### config.mk
export PLATFORM = sky130hd
export DESIGN_NAME = dmrs_hyp_sched
export DESIGN_NICKNAME = d
export VERILOG_FILES = /design/src/rtl/nr_dmrs_pkg.sv /design/src/rtl/dmrs_metric_max.sv /design/src/rtl/dmrs_hyp_sched.sv
export SDC_FILE = /design/constraint.sdc
export NUM_CORES = 1
export LEC_CHECK = 0
export ABC_AREA = 1
export BUFFER_PORTS_ARGS = -buffer_cell sky130_fd_sc_hd__buf_4
export CAP_MARGIN = 15
export CORE_ASPECT_RATIO = 0.5
export CORE_UTILIZATION = 45
export DETAILED_ROUTE_END_ITERATION = 8
export PLACE_DENSITY = 0.7
export SETUP_SLACK_MARGIN = 0.05
export SYNTH_ARGS = -nofsm -noshare
export SYNTH_HDL_FRONTEND = slang
export SYNTH_SLANG_ARGS = --single-unit
### constraint.sdc
create_clock -name clk -period 4.2 [get_ports clk]
set_input_delay 0 -clock clk [delete_from_list [all_inputs] [get_ports clk]]
set_output_delay 0 -clock clk [all_outputs]
set_load 0.05 [all_outputs]
### src/rtl/nr_dmrs_pkg.sv
// rtl/nr_dmrs_pkg.sv - shared constants and FSM state type for the DMRS hypothesis scheduler
package nr_dmrs_pkg;

  localparam int NUM_HYP  = 8;
  localparam int DMRS_SYM = 144;
  localparam int WDOG_MAX = 4095;

  typedef enum logic [2:0] {
    S_IDLE,
    S_LAUNCH,
    S_RUN,
    S_WAIT_MET,
    S_NEXT,
    S_FIN
  } state_e;

endpackage

### src/rtl/dmrs_metric_max.sv
// rtl/dmrs_metric_max.sv - running maximum of correlator metrics across one hypothesis sweep
module dmrs_metric_max
  import nr_dmrs_pkg::*;
#(
  parameter int MW = 24
) (
  input  logic                       clk,
  input  logic                       rst,
  input  logic                       upd_i,
  input  logic                       first_i,
  input  logic [$clog2(NUM_HYP)-1:0] hyp_i,
  input  logic [MW-1:0]              metric_i,
  output logic [1:0]                 best_issb_o,
  output logic                       best_n_hf_o,
  output logic [MW-1:0]              best_metric_o
);

  logic [1:0]    best_issb_q;
  logic          best_n_hf_q;
  logic [MW-1:0] best_metric_q;

  // Strict compare: on a tie the earlier (lower) hypothesis is kept.
  always_ff @(posedge clk or negedge rst) begin
    if (!rst) begin
      best_issb_q   <= '0;
      best_n_hf_q   <= 1'b0;
      best_metric_q <= '0;
    end else if (upd_i && (first_i || (metric_i > best_metric_q))) begin
      best_issb_q   <= hyp_i[1:0];
      best_n_hf_q   <= hyp_i[2];
      best_metric_q <= metric_i;
    end
  end

  assign best_issb_o   = best_issb_q;
  assign best_n_hf_o   = best_n_hf_q;
  assign best_metric_o = best_metric_q;

endmodule

### src/rtl/dmrs_hyp_sched.sv
// rtl/dmrs_hyp_sched.sv - sweeps 8 issb/n_hf DMRS hypotheses and reports the best metric
// Optional watchdog abort in RUN/WAIT_MET when DMRS_SCHED_TIMEOUT_EN is defined.
module dmrs_hyp_sched
  import nr_dmrs_pkg::*;
#(
  parameter int MW   = 24,
  parameter int NHYP = 8
) (
  input  logic          clk,
  input  logic          rst,
  input  logic          start,
  input  logic [9:0]    ncellid,
  output logic          gen_start,
  output logic [1:0]    gen_issb,
  output logic          gen_n_hf,
  output logic [9:0]    gen_ncellid,
  input  logic          gen_valid,
  input  logic          gen_done,
  input  logic [MW-1:0] metric,
  input  logic          metric_valid,
  output logic [1:0]    best_issb,
  output logic          best_n_hf,
  output logic [MW-1:0] best_metric,
  output logic          result_valid,
  output logic          busy,
  output logic          err
);

  localparam logic [2:0] H_LAST = 3'(NHYP - 1);

  state_e     state_q;
  logic [2:0] h_q;
  logic [9:0] ncellid_q;
  logic [7:0] cnt_q;
  logic [7:0] cnt_d;
  logic       pend_q;
  logic       gen_start_q;
  logic       result_valid_q;
  logic       busy_q;
  logic       err_q;
  logic       upd;
`ifdef DMRS_SCHED_TIMEOUT_EN
  logic [11:0] wdog_q;
`endif

  // The symbol that arrives alongside gen_done still belongs to this hypothesis.
  assign cnt_d = cnt_q + {7'd0, gen_valid};
  assign upd   = (state_q == S_WAIT_MET) && metric_valid;

  // pend_q adds one IDLE cycle between acceptance and LAUNCH, so that start and
  // metric_valid both reach the next gen_start in two cycles.
  always_ff @(posedge clk or negedge rst) begin
    if (!rst) begin
      state_q        <= S_IDLE;
      h_q            <= '0;
      ncellid_q      <= '0;
      cnt_q          <= '0;
      pend_q         <= 1'b0;
      gen_start_q    <= 1'b0;
      result_valid_q <= 1'b0;
      busy_q         <= 1'b0;
      err_q          <= 1'b0;
`ifdef DMRS_SCHED_TIMEOUT_EN
      wdog_q         <= '0;
`endif
    end else begin
      gen_start_q    <= 1'b0;
      result_valid_q <= 1'b0;
`ifdef DMRS_SCHED_TIMEOUT_EN
      if (state_q == S_LAUNCH || (state_q == S_RUN && gen_done)) wdog_q <= '0;
      else wdog_q <= wdog_q + 12'd1;
`endif
      case (state_q)
        S_IDLE: begin
          if (pend_q) begin
            pend_q      <= 1'b0;
            state_q     <= S_LAUNCH;
            gen_start_q <= 1'b1;
          end else if (start) begin
            ncellid_q <= ncellid;
            h_q       <= '0;
            err_q     <= 1'b0;
            busy_q    <= 1'b1;
            pend_q    <= 1'b1;
          end
        end
        S_LAUNCH: begin
          cnt_q   <= '0;
          state_q <= S_RUN;
        end
        S_RUN: begin
          if (gen_done) begin
            if (cnt_d != 8'(DMRS_SYM)) err_q <= 1'b1;
            state_q <= S_WAIT_MET;
          end else begin
            cnt_q <= cnt_d;
          end
        end
        S_WAIT_MET: begin
          if (metric_valid) state_q <= S_NEXT;
        end
        S_NEXT: begin
          if (h_q == H_LAST) begin
            state_q        <= S_FIN;
            result_valid_q <= 1'b1;
            busy_q         <= 1'b0;
          end else begin
            h_q         <= h_q + 3'd1;
            state_q     <= S_LAUNCH;
            gen_start_q <= 1'b1;
          end
        end
        S_FIN: begin
          state_q <= S_IDLE;
        end
        default: begin
          state_q <= S_IDLE;
        end
      endcase
`ifdef DMRS_SCHED_TIMEOUT_EN
      // The 4095th cycle spent waiting ends the sweep with whatever best was found.
      if ((state_q == S_RUN || state_q == S_WAIT_MET) && wdog_q == 12'(WDOG_MAX - 1)) begin
        err_q          <= 1'b1;
        state_q        <= S_FIN;
        result_valid_q <= 1'b1;
        busy_q         <= 1'b0;
      end
`endif
    end
  end

  dmrs_metric_max #(
    .MW (MW)
  ) u_max (
    .clk           (clk),
    .rst           (rst),
    .upd_i         (upd),
    .first_i       (h_q == 3'd0),
    .hyp_i         (h_q),
    .metric_i      (metric),
    .best_issb_o   (best_issb),
    .best_n_hf_o   (best_n_hf),
    .best_metric_o (best_metric)
  );

  assign gen_start    = gen_start_q;
  assign gen_issb     = h_q[1:0];
  assign gen_n_hf     = h_q[2];
  assign gen_ncellid  = ncellid_q;
  assign result_valid = result_valid_q;
  assign busy         = busy_q;
  assign err          = err_q;

endmodule
### Word level (Yosys, flattened, before mapping)

Cells that the tools add are included.

* logic and storage cells: 72
* bits of input ports: 40
* register bits after elaboration: 56

* add/subtract/negate cells: 2
* eq/ne operators: 15
* muxes and demuxes: 27
* order comparisons: 1
* reductions and logical operators: 14
* bitwise gates (word level): 1

Operators with widths (number)
* greater-than comparator 24 bit: 1
* two-way mux 3 bit: 7
* != test 2 bit (second input constant): 9
* case mux 8 bit (2 select lines): 1
* case mux 3 bit (5 select lines): 1
* two-way mux 1 bit: 13
* adder 8 x 1 -> 8 bit: 1
* two-way mux 8 bit: 1
* != test 8 bit (second input constant): 1
* AND reduction 4 bit: 2
* == test 3 x 2 -> 1 bit (second input constant): 2
* == test 3 bit (second input constant): 2
* zero test 3 bit: 2
* case mux 1 bit (2 select lines): 3
* case mux 3 bit (2 select lines): 1
* AND reduction 3 bit: 2
* nonzero test 2 bit: 3
* AND reduction 5 bit: 1
* adder 3 x 1 -> 3 bit (second input constant): 1
* == test 3 x 1 -> 1 bit (second input constant): 1
* logical AND 1 bit: 2
* AND reduction 2 bit: 1
* logical OR 1 bit: 1
* inverter 1 bit: 1

### Depth between registers and ports, before layout

Gate-level depths: netlist of run 1.

* word-level depth: 5
* mapped depth: 17
* mapped depth without buffers: 16

### Hierarchy

A second synthesis of run 1 with hierarchy kept.

* cells, all modules: 399
* area, all modules: 3368.2 µm²

Modules (own cells, without submodules)
* dmrs_metric_max: cells each 229, instances 1, sequential area each 675.6 µm², area each 1815.5 µm²
* dmrs_hyp_sched: cells each 170, instances 1, sequential area each 725.7 µm², area each 1552.7 µm²

### Worst setup path after synthesis of run 1

OpenSTA, ideal clock, no wires.

* kind: register to register
* start: register u_max.best_metric_q[23] (netlist: u_max.best_metric_o[23])
* end: register u_max.best_issb_q[0] (netlist: u_max.best_issb_o[0])
* data required time: 4083 ps
* path buffers: 1
* cell stages (with the launch flop): 15
* setup slack: 2081 ps
* arrival time: 2002 ps
* cell sequence: dfrtp_1 inv_1 ha_1 nand2_1 nor2_1 nand2_1 nor2_1 nand2_1 nand3_2 nand2_4 nand2_8 nand2_8 buf_12 nand2_4 nand2_2

* cells in the longest elaborated chain, start to end: 3

Ends and longest elaborated chain
* start, declared: line dmrs_metric_max.sv:20 `logic [MW-1:0] best_metric_q;`
* start signal, assigned: line dmrs_metric_max.sv:31 `best_metric_q <= metric_i;`
* greater-than comparator 24 bit: line dmrs_metric_max.sv:28 `end else if (upd_i && (first_i || (metric_i > best_metric_q))) begin`
* logical OR 1 bit: line dmrs_metric_max.sv:28
* logical AND 1 bit: line dmrs_metric_max.sv:28
* end signal, assigned: line dmrs_metric_max.sv:29 `best_issb_q <= hyp_i[1:0];`
* end, declared: line dmrs_metric_max.sv:18 `logic [1:0] best_issb_q;`

No other way between the ends.
A chain may end at the register's enable or synchronous reset.

### Worst setup path in the final report of run 1

* start: register state_q[0]
* end: register h_q[2]

* cells in the longest elaborated chain, start to end: 3

Ends and longest elaborated chain
* start, declared: line dmrs_hyp_sched.sv:31 `state_e state_q;`
* start signal, assigned: line dmrs_hyp_sched.sv:54 `state_q <= S_IDLE;`
* start signal, assigned: line dmrs_hyp_sched.sv:77 `state_q <= S_LAUNCH;`
* start signal, assigned: line dmrs_hyp_sched.sv:89 `state_q <= S_RUN;`
* == test 3 bit or zero test 3 bit (tied branches): line dmrs_hyp_sched.sv:73 `case (state_q)`
* != test 2 bit (no line) or nonzero test 2 bit (tied branches)
* AND reduction 4 bit (no line)
* end signal, assigned: line dmrs_hyp_sched.sv:108 `h_q <= h_q + 3'd1;`
* end, declared: line dmrs_hyp_sched.sv:32 `logic [2:0] h_q;`

Parallel ways exist; a longest one is shown, timed or not.

==> results.sh, run 1 <==
export IMPL_critPathMaxFanout=13
export IMPL_peakVddDrop_uv=352.0
export IMPL_wl_per_cell_um=11.65
export IMPL_grtUsageTotal_pct=19.86
export IMPL_synth_seq_cells=56
export IMPL_setup_tns_ps=0
export IMPL_ant_nets=0
export IMPL_p_int_mw=1.559
export IMPL_grt_pass1_wl_mm=11.90
export IMPL_h_tree_depth=2
export IMPL_leakage_nw=2.393
export IMPL_pwr_share_clk_pct=13.2
export IMPL_skew_ps=4.838
export IMPL_fmax_mhz=474.2
export IMPL_grt_pass1_vias=2648
export IMPL_routed_via_count=2761
export IMPL_crit_path_end_kind="register"
export IMPL_setup_viol=0
export IMPL_area_growth_pct=36.06
export IMPL_slew_violations=0
export IMPL_first_pass_iters=4
export IMPL_drc=0
export IMPL_cts_setup_buffers=0
export IMPL_avgViaCountPerCell=4.633
export IMPL_num_rows=21
export IMPL_cts_made_buffers=5
export IMPL_yosysUniqueCellTypes=29
export IMPL_p_sw_share_pct=51.41
export IMPL_worstPathRequired_ps=4380
export IMPL_grt_max_degree=57
export IMPL_holdCritPathClass="input port to register"
export IMPL_p_switching_mw=1.649
export IMPL_regToRegEndpoint="h_q[2]$_DFFE_PN0P_"
export IMPL_ys_warn_count=0
export IMPL_yosysSeqAreaShare_pct=42.83
export IMPL_drv_cap=0
export IMPL_rsz0062_at_grt="no"
export IMPL_min_from="start"
export IMPL_worstRegToRegCells=8
export IMPL_start_util_pct=47.71
export IMPL_worstPathArrival_ps=2290
export IMPL_syn_cell_area_um2=3272
export IMPL_worstReg2RegStart="state_q[0]$_DFFE_PN0P_"
export IMPL_outcome="complete, no violations"
export IMPL_drive_gt1_share_pct=24.80
export IMPL_portBuffers=83
export IMPL_path_clk_slew_ps=70
export IMPL_fin_crit_ps=2109
export IMPL_hpwl_mm=4.615
export IMPL_antenna_cells=0
export IMPL_whs_path_depth=3
export IMPL_holdPathEnd="pend_q$_DFFE_PN0P_"
export IMPL_clk_latency_ps=300
export IMPL_drt_total_wl_mm=6.945
export IMPL_hold_slack_ps=17.16
export IMPL_path_class="register to register"
export IMPL_clock_sinks=56
export IMPL_avgSynthCellArea_um2=8.498
export IMPL_hold_viol_final=0
export IMPL_ios=84
export IMPL_clockRootBuffer="clkbuf_16"
export IMPL_synthCells=385
export IMPL_die_area_um2=7637
export IMPL_p_per_area_nw_per_um2=720.6
export IMPL_fin_nets=572
export IMPL_synth_fp_nets=454
export IMPL_rrSetupSlack_ps=2090
export IMPL_crit_path_start_kind="register"
export IMPL_drt_initial_drc_count=98
export IMPL_antenna_found_initial=0
export IMPL_tightest_slew_ps=715.3
export IMPL_combinationalPowerShare_pct=58.0
export IMPL_core_area_um2=6858
export IMPL_seq_power_share_pct=28.8
export IMPL_max_slew_margin_pct=52.31
export IMPL_period_share_pct=50.21
export IMPL_grt_overflow=0
export IMPL_die_h_um=62.30
export IMPL_die_w_um=122.6
export IMPL_cts_tree="built"
export IMPL_place_gp_congestion=0.7562
export IMPL_cts_buffer_depth=2
Yosys cell counts, drive strengths merged:
cell type  number  area [um^2]
nand2         137        659.4
dfrtp          56         1401
inv            52        195.2
nand3          44        225.2
ha             29        362.9
nor2           18        98.84
a21oi          12        60.06
o21ai          11        55.05
buf             8        66.31
xor2            5        43.79
nor3            4        30.03
nand4           3        25.02
a21o            2        15.01
mux2            1        11.26
nand3b          1        7.510
nor4            1        6.260
xnor2           1        8.760
how the worst max path moves through the flow:
stage	start	to	slack [ps]	cells past startpoint
floorplan	u_max.best_metric_o[23]$_DFFE_PN0P_	u_max.best_issb_o[0]$_DFFE_PN0P_	2080	14
global placement	state_q[0]$_DFFE_PN0P_	h_q[1]$_DFFE_PN0P_	2130	8
detailed placement	state_q[0]$_DFFE_PN0P_	h_q[2]$_DFFE_PN0P_	2040	8
CTS	state_q[0]$_DFFE_PN0P_	h_q[2]$_DFFE_PN0P_	2020	8
global route	state_q[0]$_DFFE_PN0P_	h_q[1]$_DFFE_PN0P_	1770	8
finish	state_q[0]$_DFFE_PN0P_	h_q[2]$_DFFE_PN0P_	2090	8
routing by layer:
| metal | track usage, % | vias up | part of all wire [%] |
|---|---|---|---|
| met5 | 0 | - | 0 |
| met4 | 6.860 | 0 | 1.6 |
| met3 | 4.136 | 9 | 3.1 |
| met2 | 33.22 | 45 | 47 |
| met1 | 25.41 | 1248 | 48 |
| li1 | - | 1459 | - |
area by class of cell:
class / count / area, um^2
repair buffers: 119 / 983.4
fillers: 588 / 2406
flip-flops and latches: 56 / 1401
well taps: 92 / 115.1
inverters: 52 / 195.2
clock inverters: 3 / 22.52
multi-input cells: 269 / 1609
clock buffers: 5 / 125.1
what timing repair did:
action / CTS / global route
resized for setup: 0 / 0
endpoints found under the setup margin: 0 / 0
endpoints found under the hold margin: 91 / 0
hold buffers: 36 / 0
sequential cells by signal (all words and copies together), names as in the netlist:
signal / cells
cnt_q: 8
gen_start: 1
u_max.best_issb_o: 2
result_valid: 1
busy: 1
u_max.best_n_hf_o: 1
pend_q: 1
gen_ncellid: 10
u_max.best_metric_o: 24
state_q: 3
err: 1
h_q: 3
kinds of logic after synthesis:
group | Yosys count | share of synthesized area [%]
compound gates | 25 | 3.977
simple gates | 208 | 32.16
xor+xnor | 6 | 1.606
fa+ha+maj | 29 | 11.09
mux | 1 | 0.3441
flops | 56 | 42.83
buf+inv | 60 | 7.992
power by group through the flow:
stage / Sequential (mW) / Clock (mW) / Combinational (mW)
2_1_floorplan: 1.53 / 0 / 0.768
3_3_place_gp: 0.932 / 0 / 1.82
3_5_place_dp: 0.929 / 0 / 1.84
4_1_cts: 0.924 / 0.439 / 1.88
5_1_grt: 0.954 / 0.463 / 2.03
6_report: 0.923 / 0.424 / 1.86
cells in the final DEF, fill, tap and decap left out:
| cell type | instances |
|---|---|
| nand4_1 | 2 |
| clkbuf_16 | 5 |
| inv_1 | 50 |
| ha_1 | 29 |
| o21ai_0 | 11 |
| dfrtp_1 | 56 |
| nor2_8 | 1 |
| nor2_1 | 15 |
| buf_4 | 83 |
| nand3_2 | 1 |
| xor2_1 | 5 |
| xnor2_1 | 1 |
| inv_2 | 2 |
| nor2_4 | 2 |
| nand3_1 | 43 |
| nand2_2 | 12 |
| a21o_1 | 2 |
| nand2_1 | 112 |
| nor3_2 | 2 |
| nand4_2 | 1 |
| nand2_8 | 2 |
| dlygate4sd3_1 | 36 |
| clkinv_2 | 1 |
| nor4_1 | 1 |
| clkinv_4 | 1 |
| inv_6 | 1 |
| a21oi_1 | 12 |
| nand2_4 | 11 |
| nand3b_1 | 1 |
| mux2_1 | 1 |
| nor3_1 | 2 |
metrics by stage:
step	power [mW]	area (um^2)	util, %	setup slack (ps)	std cells
3_5_place_dp	2.773	3944	57.51	2045	552
2_1_floorplan	2.301	3272	-	2081	385
5_1_grt	3.448	4452	64.92	1770	596
6_report	3.208	4452	64.92	2091	596
4_1_cts	3.239	4452	64.92	2016	596
3_3_place_gp	2.756	3944	57.51	2131	552
critical path, stage by stage (launching register included):
cell and delay, ps:
dfrtp_1 430, nor2_1 150, nand2_1 110, inv_1 70
nand2_1 60, nor2_1 530, inv_1 390, nand2_1 160
o21ai_0 90
(Power assumes the default switching activity.)
==> inputs of run 2 (changes only) <==
--- a/config.mk
+++ b/config.mk
@@ -11,7 +11,7 @@
 export CORE_ASPECT_RATIO = 0.5
 export CORE_UTILIZATION = 45
 export DETAILED_ROUTE_END_ITERATION = 8
-export PLACE_DENSITY = 0.7
+export PLACE_DENSITY = 0.72
 export SETUP_SLACK_MARGIN = 0.05
 export SYNTH_ARGS = -nofsm -noshare
 export SYNTH_HDL_FRONTEND = slang
==> constraint.sdc (replaced) <==
create_clock -name clk -period 1.8 [get_ports clk]
set_input_delay 0 -clock clk [delete_from_list [all_inputs] [get_ports clk]]
set_output_delay 0 -clock clk [all_outputs]
set_load 0.05 [all_outputs]
==> run 2 against run 1 <==
  * The run now ends with setup timing left
  * Sequential power is 130% higher
  * First-iteration DRC count up 62%
  * Routed wire length grew 37%
  * Critical path depth increased by 4
  * Combinational power rose to 3.2 times the previous value
  * Cell count up 6.7%
  * Clock power grew 140%
  * Cell area grew 18%
  * Register-to-register slack lost 2300 ps
  * Sequential share of layout area down 4.3 points
  * Critical path type unchanged
  * Largest power group unchanged
  * Utilization grew 12 points
==> results.sh, run 2 (synthesized netlist as in run 1, its figures left out) <==
export IMPL_outcome="finished with violations"
export IMPL_violations="setup timing"
export IMPL_layout_commonest_cell="buf_4"
export IMPL_fmax_mhz=499.1
export IMPL_leakage_nw=2.606
export IMPL_clk_latency_ps=300
export IMPL_peakVddDrop_uv=838.8
export IMPL_clockRootBuffer="clkbuf_16"
export IMPL_path_clk_slew_ps=70
export IMPL_final_cell_area_um2=5261
export IMPL_setup_viol=27
export IMPL_p_per_area_nw_per_um2=1741
export IMPL_p_sw_share_pct=50.55
export IMPL_die_area_um2=7637
export IMPL_seq_power_share_pct=23.5
export IMPL_cts_buffer_depth=2
export IMPL_cp_endpoint="u_max.best_metric_o[8]$_DFFE_PN0P_"
export IMPL_cp_cell_sequence="inv_2, ha_4, nand2_4, nor2_4, nand4_1, nor2_1, nand2_1, nand2_4, nand2_8, buf_8, nand3_1, nand2_1"
export IMPL_max_stage_delay_ps=380
export IMPL_layout_setup_ws_ps=-203.7
export IMPL_regToRegEndpoint="u_max.best_metric_o[8]$_DFFE_PN0P_"
export IMPL_mostFrequentLayoutCells="114 x buf_4, 102 x nand2_1, 35 x dlygate4sd3_1, 34 x dfrtp_1, 33 x inv_1"
export IMPL_p_switching_mw=4.630
export IMPL_avgViaCountPerCell=4.942
export IMPL_drive_gt1_share_pct=47.06
export IMPL_worstPathRequired_ps=1980
export IMPL_crit_path_start_kind="register"
export IMPL_p_int_mw=4.529
export IMPL_crit_path_end_kind="register"
export IMPL_worstPathArrival_ps=2190
export IMPL_area_growth_pct=60.80
export IMPL_grt_pass1_vias=2876
export IMPL_ios=84
export IMPL_grt_max_degree=57
export IMPL_power_mw=9.159
export IMPL_period_share_pct=111.3
export IMPL_fin_crit_ps=2004
export IMPL_start_util_pct=47.71
export IMPL_first_pass_iters=4
export IMPL_grt_overflow=0
export IMPL_grt_pass1_wl_mm=13.29
export IMPL_holdCritPathClass="input port to register"
export IMPL_max_slew_margin_pct=50.99
export IMPL_h_tree_depth=2
export IMPL_antenna_found_initial=0
export IMPL_place_gp_congestion=0.7917
export IMPL_worstReg2RegStart="u_max.best_metric_o[7]$_DFFE_PN0P_"
export IMPL_hold_viol_final=0
export IMPL_cts_tree="built"
export IMPL_largest_reg_flops=24
export IMPL_tightest_slew_ps=735.1
export IMPL_rsz0062_at_grt="yes"
export IMPL_drt_initial_drc_count=159
export IMPL_cts_made_buffers=5
export IMPL_cpMaxStageDelayCell="dfrtp_2"
export IMPL_path_class="register to register"
export IMPL_wl_per_cell_um=14.99
export IMPL_hold_slack_ps=52.44
export IMPL_startpoint="u_max.best_metric_o[7]$_DFFE_PN0P_"
export IMPL_routed_via_count=3143
export IMPL_die_h_um=62.30
export IMPL_core_area_um2=6858
export IMPL_fill_cells=445
export IMPL_drc=0
export IMPL_hpwl_mm=5.125
export IMPL_setup_tns_ps=-4032
export IMPL_drv_cap=0
export IMPL_drt_total_wl_mm=9.536
export IMPL_multi_input_area_um2=2062
export IMPL_fin_nets=612
export IMPL_post_dp_cell_area_um2=4222
export IMPL_whs_path_depth=3
export IMPL_grtUsageTotal_pct=22.29
export IMPL_clock_sinks=56
export IMPL_die_w_um=122.6
export IMPL_ant_nets=0
export IMPL_skew_ps=8.456
export IMPL_worstRegToRegCells=12
export IMPL_num_rows=21
export IMPL_critPathMaxFanout=6
export IMPL_pwr_share_clk_pct=11.2
export IMPL_antenna_cells=0
export IMPL_slew_violations=0
export IMPL_combinationalPowerShare_pct=65.3
export IMPL_rrSetupSlack_ps=-200
export IMPL_portBuffers=83
export IMPL_seqCellArea_um2=1429
-- run 2: what timing repair did --
action	4_1_cts	5_1_grt
hold endpoints to repair	91	0
pin swaps	3	36
buffers inserted	7	3
endpoints found under the setup margin	28	28
gates cloned	2	4
hold buffers	36	0
gates resized for setup	15	57
-- run 2: power groups by stage --
stage / registers, mW / logic, mW / clock network (mW)
after floorplan: 3.64 / 1.87 / 0
after global placement: 2.12 / 4.79 / 0
after detailed placement: 2.13 / 4.86 / 0
after CTS: 2.10 / 5.18 / 1.04
after global routing: 2.20 / 6.37 / 1.11
final: 2.15 / 5.99 / 1.02
-- run 2: stage by stage --
step                utilization (%)  std cells  setup WS (ps)
floorplan                         -        385         -123.5
global placement              61.56        576         -49.48
CTS                           71.19        629          17.97
detailed placement            61.56        576         -99.32
finish                        76.72        636         -203.7
global route                  76.72        636         -285.0
-- run 2: final cells by class --
| cell class | count | area share [%] |
|---|---|---|
| multi-input cells | 273 | 39.19 |
| flip-flops and latches | 56 | 27.16 |
| repair buffers | 155 | 24.90 |
| inverters | 52 | 3.710 |
| clock buffers | 5 | 2.378 |
| well taps | 92 | 2.188 |
| clock inverters | 3 | 0.4756 |
-- run 2: how the worst min path moves through the flow --
| stage | startpoint | to |
|---|---|---|
| detailed placement | rst | cnt_q[3]$_DFFE_PN0P_ |
| global placement | rst | cnt_q[3]$_DFFE_PN0P_ |
| finish | start | pend_q$_DFFE_PN0P_ |
| global route | start | pend_q$_DFFE_PN0P_ |
| floorplan | rst | busy$_DFFE_PN0P_ |
| CTS | start | pend_q$_DFFE_PN0P_ |
-- run 2: critical path, delay by kind of cell (launching register included) --
family,cells,cell delay [ps]
fa+ha+maj,1,290
flops,1,380
simple gates,9,990
buf+inv,2,230
-- run 2: routing by layer --
| metal | up-vias | GRT usage, % | part of all wire [%] |
|---|---|---|---|
| met5 | - | 0 | 0 |
| met4 | 0 | 6.250 | 2.4 |
| met3 | 23 | 4.688 | 4.4 |
| met2 | 80 | 38.06 | 48 |
| met1 | 1491 | 28.43 | 45 |
| li1 | 1549 | - | - |
